**src/rtl/vec_mul_rr_sched.sv**
```systemverilog
// Round-robin scheduler sharing one serial dot-product MAC engine between N_REQ requesters.
// One job at a time: grant, latch operands, run engine until valid or timeout, hold response.
module vec_mul_rr_sched #(
    parameter int unsigned N_REQ   = 4,
    parameter int unsigned C       = 8,
    parameter int unsigned W_X     = 8,
    parameter int unsigned W_K     = 8,
    parameter int unsigned TIMEOUT = 32,
    localparam int unsigned IW     = (N_REQ > 1) ? $clog2(N_REQ) : 1,
    localparam int unsigned TW     = $clog2(TIMEOUT + 1),
    localparam int unsigned KW     = C * W_K,
    localparam int unsigned XW     = C * W_X
) (
    input  logic                   clk,
    input  logic                   rst,
    input  logic [N_REQ-1:0]       req_valid,
    output logic [N_REQ-1:0]       req_ready,
    input  logic [N_REQ*KW-1:0]    req_k,
    input  logic [N_REQ*XW-1:0]    req_x,
    output logic                   resp_valid,
    input  logic                   resp_ready,
    output logic [IW-1:0]          resp_id,
    output logic [W_X-1:0]         resp_y,
    output logic                   resp_err,
    output logic                   mac_en,
    output logic [KW-1:0]          mac_k,
    output logic [XW-1:0]          mac_x,
    input  logic                   mac_valid,
    input  logic [W_X-1:0]         mac_y,
    output logic                   busy
);

    typedef enum logic [1:0] {
        ST_IDLE = 2'd0,
        ST_RUN  = 2'd1,
        ST_RESP = 2'd2
    } state_e;

    state_e          state_q, state_d;
    logic [IW-1:0]   ptr_q, ptr_d;
    logic [TW-1:0]   timer_q, timer_d;
    logic [KW-1:0]   mac_k_q, mac_k_d;
    logic [XW-1:0]   mac_x_q, mac_x_d;
    logic [IW-1:0]   resp_id_q, resp_id_d;
    logic [W_X-1:0]  resp_y_q, resp_y_d;
    logic            resp_err_q, resp_err_d;
    logic            resp_valid_q, resp_valid_d;
    logic            mac_en_q, mac_en_d;
    logic            busy_q, busy_d;

    logic            gnt_found;
    logic [IW-1:0]   gnt_idx;
    logic [IW-1:0]   cand;

    // Round-robin search starting one past the last served requester
    always_comb begin
        gnt_found = 1'b0;
        gnt_idx   = '0;
        cand      = '0;
        for (int unsigned i = 1; i <= N_REQ; i++) begin
            cand = IW'((32'(ptr_q) + i) % N_REQ);
            if (!gnt_found && req_valid[cand]) begin
                gnt_found = 1'b1;
                gnt_idx   = cand;
            end
        end
    end

    // Next-state and output computation; req_ready is a same-cycle accept strobe
    always_comb begin
        state_d      = state_q;
        ptr_d        = ptr_q;
        timer_d      = timer_q;
        mac_k_d      = mac_k_q;
        mac_x_d      = mac_x_q;
        resp_id_d    = resp_id_q;
        resp_y_d     = resp_y_q;
        resp_err_d   = resp_err_q;
        resp_valid_d = resp_valid_q;
        mac_en_d     = mac_en_q;
        busy_d       = busy_q;
        req_ready    = '0;

        case (state_q)
            ST_IDLE: begin
                if (gnt_found) begin
                    req_ready[gnt_idx] = 1'b1;
                    mac_k_d            = req_k[32'(gnt_idx)*KW +: KW];
                    mac_x_d            = req_x[32'(gnt_idx)*XW +: XW];
                    resp_id_d          = gnt_idx;
                    timer_d            = '0;
                    mac_en_d           = 1'b1;
                    busy_d             = 1'b1;
                    state_d            = ST_RUN;
                end
            end
            ST_RUN: begin
                // engine result takes priority over a timeout in the same cycle
                if (mac_valid) begin
                    resp_y_d     = mac_y;
                    resp_err_d   = 1'b0;
                    resp_valid_d = 1'b1;
                    mac_en_d     = 1'b0;
                    state_d      = ST_RESP;
                end else if (timer_q == TW'(TIMEOUT - 1)) begin
                    resp_y_d     = '0;
                    resp_err_d   = 1'b1;
                    resp_valid_d = 1'b1;
                    mac_en_d     = 1'b0;
                    state_d      = ST_RESP;
                end else begin
                    timer_d = timer_q + TW'(1);
                end
            end
            ST_RESP: begin
                if (resp_ready) begin
                    ptr_d        = resp_id_q;
                    resp_valid_d = 1'b0;
                    busy_d       = 1'b0;
                    state_d      = ST_IDLE;
                end
            end
            default: begin
                state_d = ST_IDLE;
            end
        endcase
    end

    // State and output registers with synchronous reset
    always_ff @(posedge clk) begin
        if (rst) begin
            state_q      <= ST_IDLE;
            ptr_q        <= IW'(N_REQ - 1);
            timer_q      <= '0;
            mac_k_q      <= '0;
            mac_x_q      <= '0;
            resp_id_q    <= '0;
            resp_y_q     <= '0;
            resp_err_q   <= 1'b0;
            resp_valid_q <= 1'b0;
            mac_en_q     <= 1'b0;
            busy_q       <= 1'b0;
        end else begin
            state_q      <= state_d;
            ptr_q        <= ptr_d;
            timer_q      <= timer_d;
            mac_k_q      <= mac_k_d;
            mac_x_q      <= mac_x_d;
            resp_id_q    <= resp_id_d;
            resp_y_q     <= resp_y_d;
            resp_err_q   <= resp_err_d;
            resp_valid_q <= resp_valid_d;
            mac_en_q     <= mac_en_d;
            busy_q       <= busy_d;
        end
    end

    assign resp_valid = resp_valid_q;
    assign resp_id    = resp_id_q;
    assign resp_y     = resp_y_q;
    assign resp_err   = resp_err_q;
    assign mac_en     = mac_en_q;
    assign mac_k      = mac_k_q;
    assign mac_x      = mac_x_q;
    assign busy       = busy_q;

endmodule
```
**config.mk**
```make
export PLATFORM = sky130hd
export DESIGN_NAME = vec_mul_rr_sched
export DESIGN_NICKNAME = d
export VERILOG_FILES = /design/src/rtl/vec_mul_rr_sched.sv
export SDC_FILE = /design/constraint.sdc
export NUM_CORES = 1
export LEC_CHECK = 0
export ABC_CLOCK_PERIOD_IN_PS = 2450
export CORE_AREA = 4 4 259 261
export DETAILED_ROUTE_END_ITERATION = 8
export DIE_AREA = 0 0 263 265
export PLACE_DENSITY = 0.47
export SLEW_MARGIN = 20
export SYNTH_ARGS = -nofsm -noshare
export SYNTH_HDL_FRONTEND = slang
export SYNTH_SLANG_ARGS = --single-unit
```
**constraint.sdc**
```tcl
create_clock -name clk -period 2.45 [get_ports clk]
set_clock_uncertainty 0.1 [all_clocks]
set_input_delay 0.3675 -clock clk [delete_from_list [all_inputs] [get_ports clk]]
set_output_delay 0.3675 -clock clk [all_outputs]
set_load 0.01 [all_outputs]
```
==> results.yml <==
status:
  status: "finished clean"
power_and_ir_drop:
  p_switching_uw: 3119
  combPwrFrac_pct: 37.7
  power_leakage_uw: 0.006934
  totalPowerFinal_uw: 9295
  pwr-share-seq_pct: 31.9
  power_density_nw_per_um2: 500.2
  clkPwrFrac_pct: 30.4
  internal-power_uw: 6176
  switching_share_pct: 33.56
  peakVddDrop_uv: 425.7
layout:
  nets: 2306
  layout_common_cells: "clkdlybuf4s50_1, dfxtp_1, mux2i_1"
  final_cells: 2655
  syn2layout_area_growth_pct: 94.19
  layout_commonest_cell: "clkdlybuf4s50_1"
  drive_above_1_share_pct: 8.827
  utilization_pct: 28.82
yosys:
  synth_edf_count: 0
  synth-seq-cells: 152
  synth_top_family_by_area: "compound AO/OA/AOI/OAI gates"
  avgSynthCellArea_um2: 8.659
  synth_xor_area_share_pct: 0.3662
  synth_top_area_share_pct: 31.80
  synth_area_leaders: "dfxtp_1, mux2i_1, a221oi_1, a211oi_1, o21bai_1"
  yosys.area_share.simple_pct: 14.65
  synth_nets: 1634
  synth_top_area_cell: "dfxtp_1"
  ys_warn_count: 0
  syn-cell-area_um2: 9568
  synth_seq_area_share_pct: 31.80
  synth.area.mux_share_pct: 14.75
  synth_flop_cell: "dfxtp_1"
  yosys.area_share.adder_pct: 0.1308
  synthArstFlopShare_pct: 0
  syn_inst: 1105
  synth_compound_area_share_pct: 30.06
  synth_cell_types: 44
clocking:
  cts_tree: "done"
  root_buffer: "clkbuf_16"
  cts_sinks: 152
  clk_pin_slew_ps: 70
  cts_made_buffers: 17
  clock_path_buffers: 2
  cts_htree_levels: 4
  clock_latency_ps: 470
sta:
  relSlewSlack_pct: 51.31
  fin_setup_tns_ps: 0
  rsz0062_at_grt: "false"
  drv_slew: 0
  worstMarginPinSlew_ps: 730.3
  clock.fmax_mhz: 423.7
  finalHoldViolCount: 0
  finalCritPeriodShare_pct: 96.34
  setup_viol: 0
  finalCriticalPeriod_ps: 2360
global_route:
  grt_pass1_vias: 12170
  antenna_found_initial: 18
  grt_pass1_wl_um: 81190
  track_usage_pct: 15.41
  grt_max_degree: 82
  grt_overflow: 0
placed_design:
  numPortBuffers: 673
  gp_congestion: 0.8982
  place_inst: 2610
  hpwlAfterDp_um: 45550
critical_path:
  path_delay_family: "buffers and inverters"
  cp-end-kind: "output port"
  path_cells: "clkdlybuf4s50_1 -> buf_4 -> nand2b_1 -> a21o_4 -> and3_1 -> nor2_1 -> clkdlybuf4s15_1"
  rrSetupSlack_ps: 280
  crit_type: "in -> out"
  path_max_fanout: 4
  r2r_cells: 7
  timing.rr.end: "mac_k[0]$_SDFFE_PP0P_"
  r2r-start: "ptr_q[0]$_SDFFE_PP1P_"
  slowest_stage: "clkdlybuf4s50_1"
  critPathBufInv: 3
  start_kind: "primary input"
  critPathMaxStageDelay_ps: 480
  required_ps: 1980
  arrival_ps: 1890
die:
  die-width_um: 263
  io_pins: 674
  dieArea_um2: 69700
  start_util_pct: 14.84
  rows: 93
  coreArea_um2: 64460
  dieHeight_um: 265
route:
  via_count: 11650
  first_pass_iters: 4
  via_per_inst: 4.388
  avgRoutedWirePerCell_um: 21.39
  drtIter0Drc: 540
  drcViolationCount: 0
  antenna_left: 0
  routed_wl_um: 56790
hold_path:
  hold_path_end: "timer_q[5]$_SDFFE_PP0P_"
  hold_class: "in -> reg"
  holdPathStages: 2
  min_from: "rst"
run:
  maxCapViolCount: 0
-- area by class of cell --
| cell class | count | area, um2 |
|---|---|---|
| fill | 6794 | 45880 |
| timing repair buffer | 779 | 7811 |
| multi-input combinational | 774 | 5828 |
| sequential | 152 | 3043 |
| tap | 855 | 1070 |
| clock buffer | 17 | 425.4 |
| inverter | 53 | 198.9 |
| clock inverter | 15 | 178.9 |
| antenna | 10 | 25.02 |
-- through the flow --
stage               hold slack [ps]  setup WS, ps  area [um2]
floorplan                     363.1         386.9        9568
detailed placement            360.4        -305.2       17880
global placement              359.5        -275.5       17880
CTS                           158.9         1.092       18520
finish                        219.8         89.73       18580
global route                  220.1         6.133       18580
-- sequential cells by signal, indices dropped and copies added, names as in the netlist --
| register | flops |
|---|---|
| resp_err | 1 |
| mac_k | 64 |
| mac_en | 1 |
| busy | 1 |
| resp_y | 8 |
| state_q | 2 |
| resp_valid | 1 |
| timer_q | 6 |
| mac_x | 64 |
| resp_id | 2 |
| ptr_q | 2 |
-- routing by layer --
metal  GRT usage [%]  part of all wire (%)  wire (um)
met5               0                 0.056         32
met4           5.914                   2.7       1528
met3           5.894                   8.6       4889
met2           26.86                    50      28250
met1           17.03                    39      22090
-- cells in the mapped netlist, types with 2 or more instances --
library cell,count
a211o_1,3
a211oi_1,67
a21oi_1,7
a221oi_1,66
a22oi_1,8
a31oi_1,50
and2_1,69
and3_1,2
and4_1,50
buf_1,2
buf_2,36
buf_4,3
buf_6,8
clkbuf_1,77
dfxtp_1,152
inv_1,53
mux2i_1,141
nand2_1,59
nand2b_1,6
nand3b_1,14
nor2_1,24
nor3_1,5
o2111ai_1,3
o211ai_1,51
o21ai_0,40
o21ai_1,12
o21bai_1,66
o221ai_1,12
or3_1,2
xor2_1,3
-- worst max path at each step --
stage | start | end | slack, ps | cells past startpoint
final | req_valid[1] | req_ready[1] | 90 | 7
after global routing | ptr_q[0]$_SDFFE_PP1P_ | req_ready[1] | 6 | 6
after global placement | req_valid[1] | req_ready[0] | -280 | 8
after detailed placement | req_valid[3] | mac_x[21]$_SDFFE_PP0P_ | -310 | 9
after floorplan | ptr_q[0]$_SDFFE_PP1P_ | req_ready[0] | 390 | 8
after CTS | req_valid[1] | req_ready[0] | 1 | 8
-- timing repair --
action                                 in CTS  in global routing
setup buffers                               2                  0
gates resized for setup                    11                 11
pin swaps                                   3                  4
endpoints found under the hold margin       0                  0
hold buffers                                0                  0
gates cloned                                0                  1
setup endpoints to repair                   4                 10
-- power by group through the flow --
stage               Combinational [uW]  Clock, uW  Sequential [uW]
floorplan                         1200          0             3140
global placement                  3510          0             3010
finish                            3500       2820             2970
CTS                               3540       2940             2970
detailed placement                3520          0             3020
global route                      3770       3020             3010
-- cell families after synthesis --
kind of cell / count (synthesis)
compound gates: 393
simple gates: 235
buf+inv: 179
flops: 152
mux: 141
xor+xnor: 4
fa+ha+maj: 1
-- worst register-to-register path: stages, from the launching register on --
cell,delay (ps)
dfxtp_1,380
nand2b_1,170
o22a_1,240
nand2_1,130
buf_4,160
or3_4,430
clkbuf_16,250
o221ai_1,220
Power figures use the tool's default switching activity.
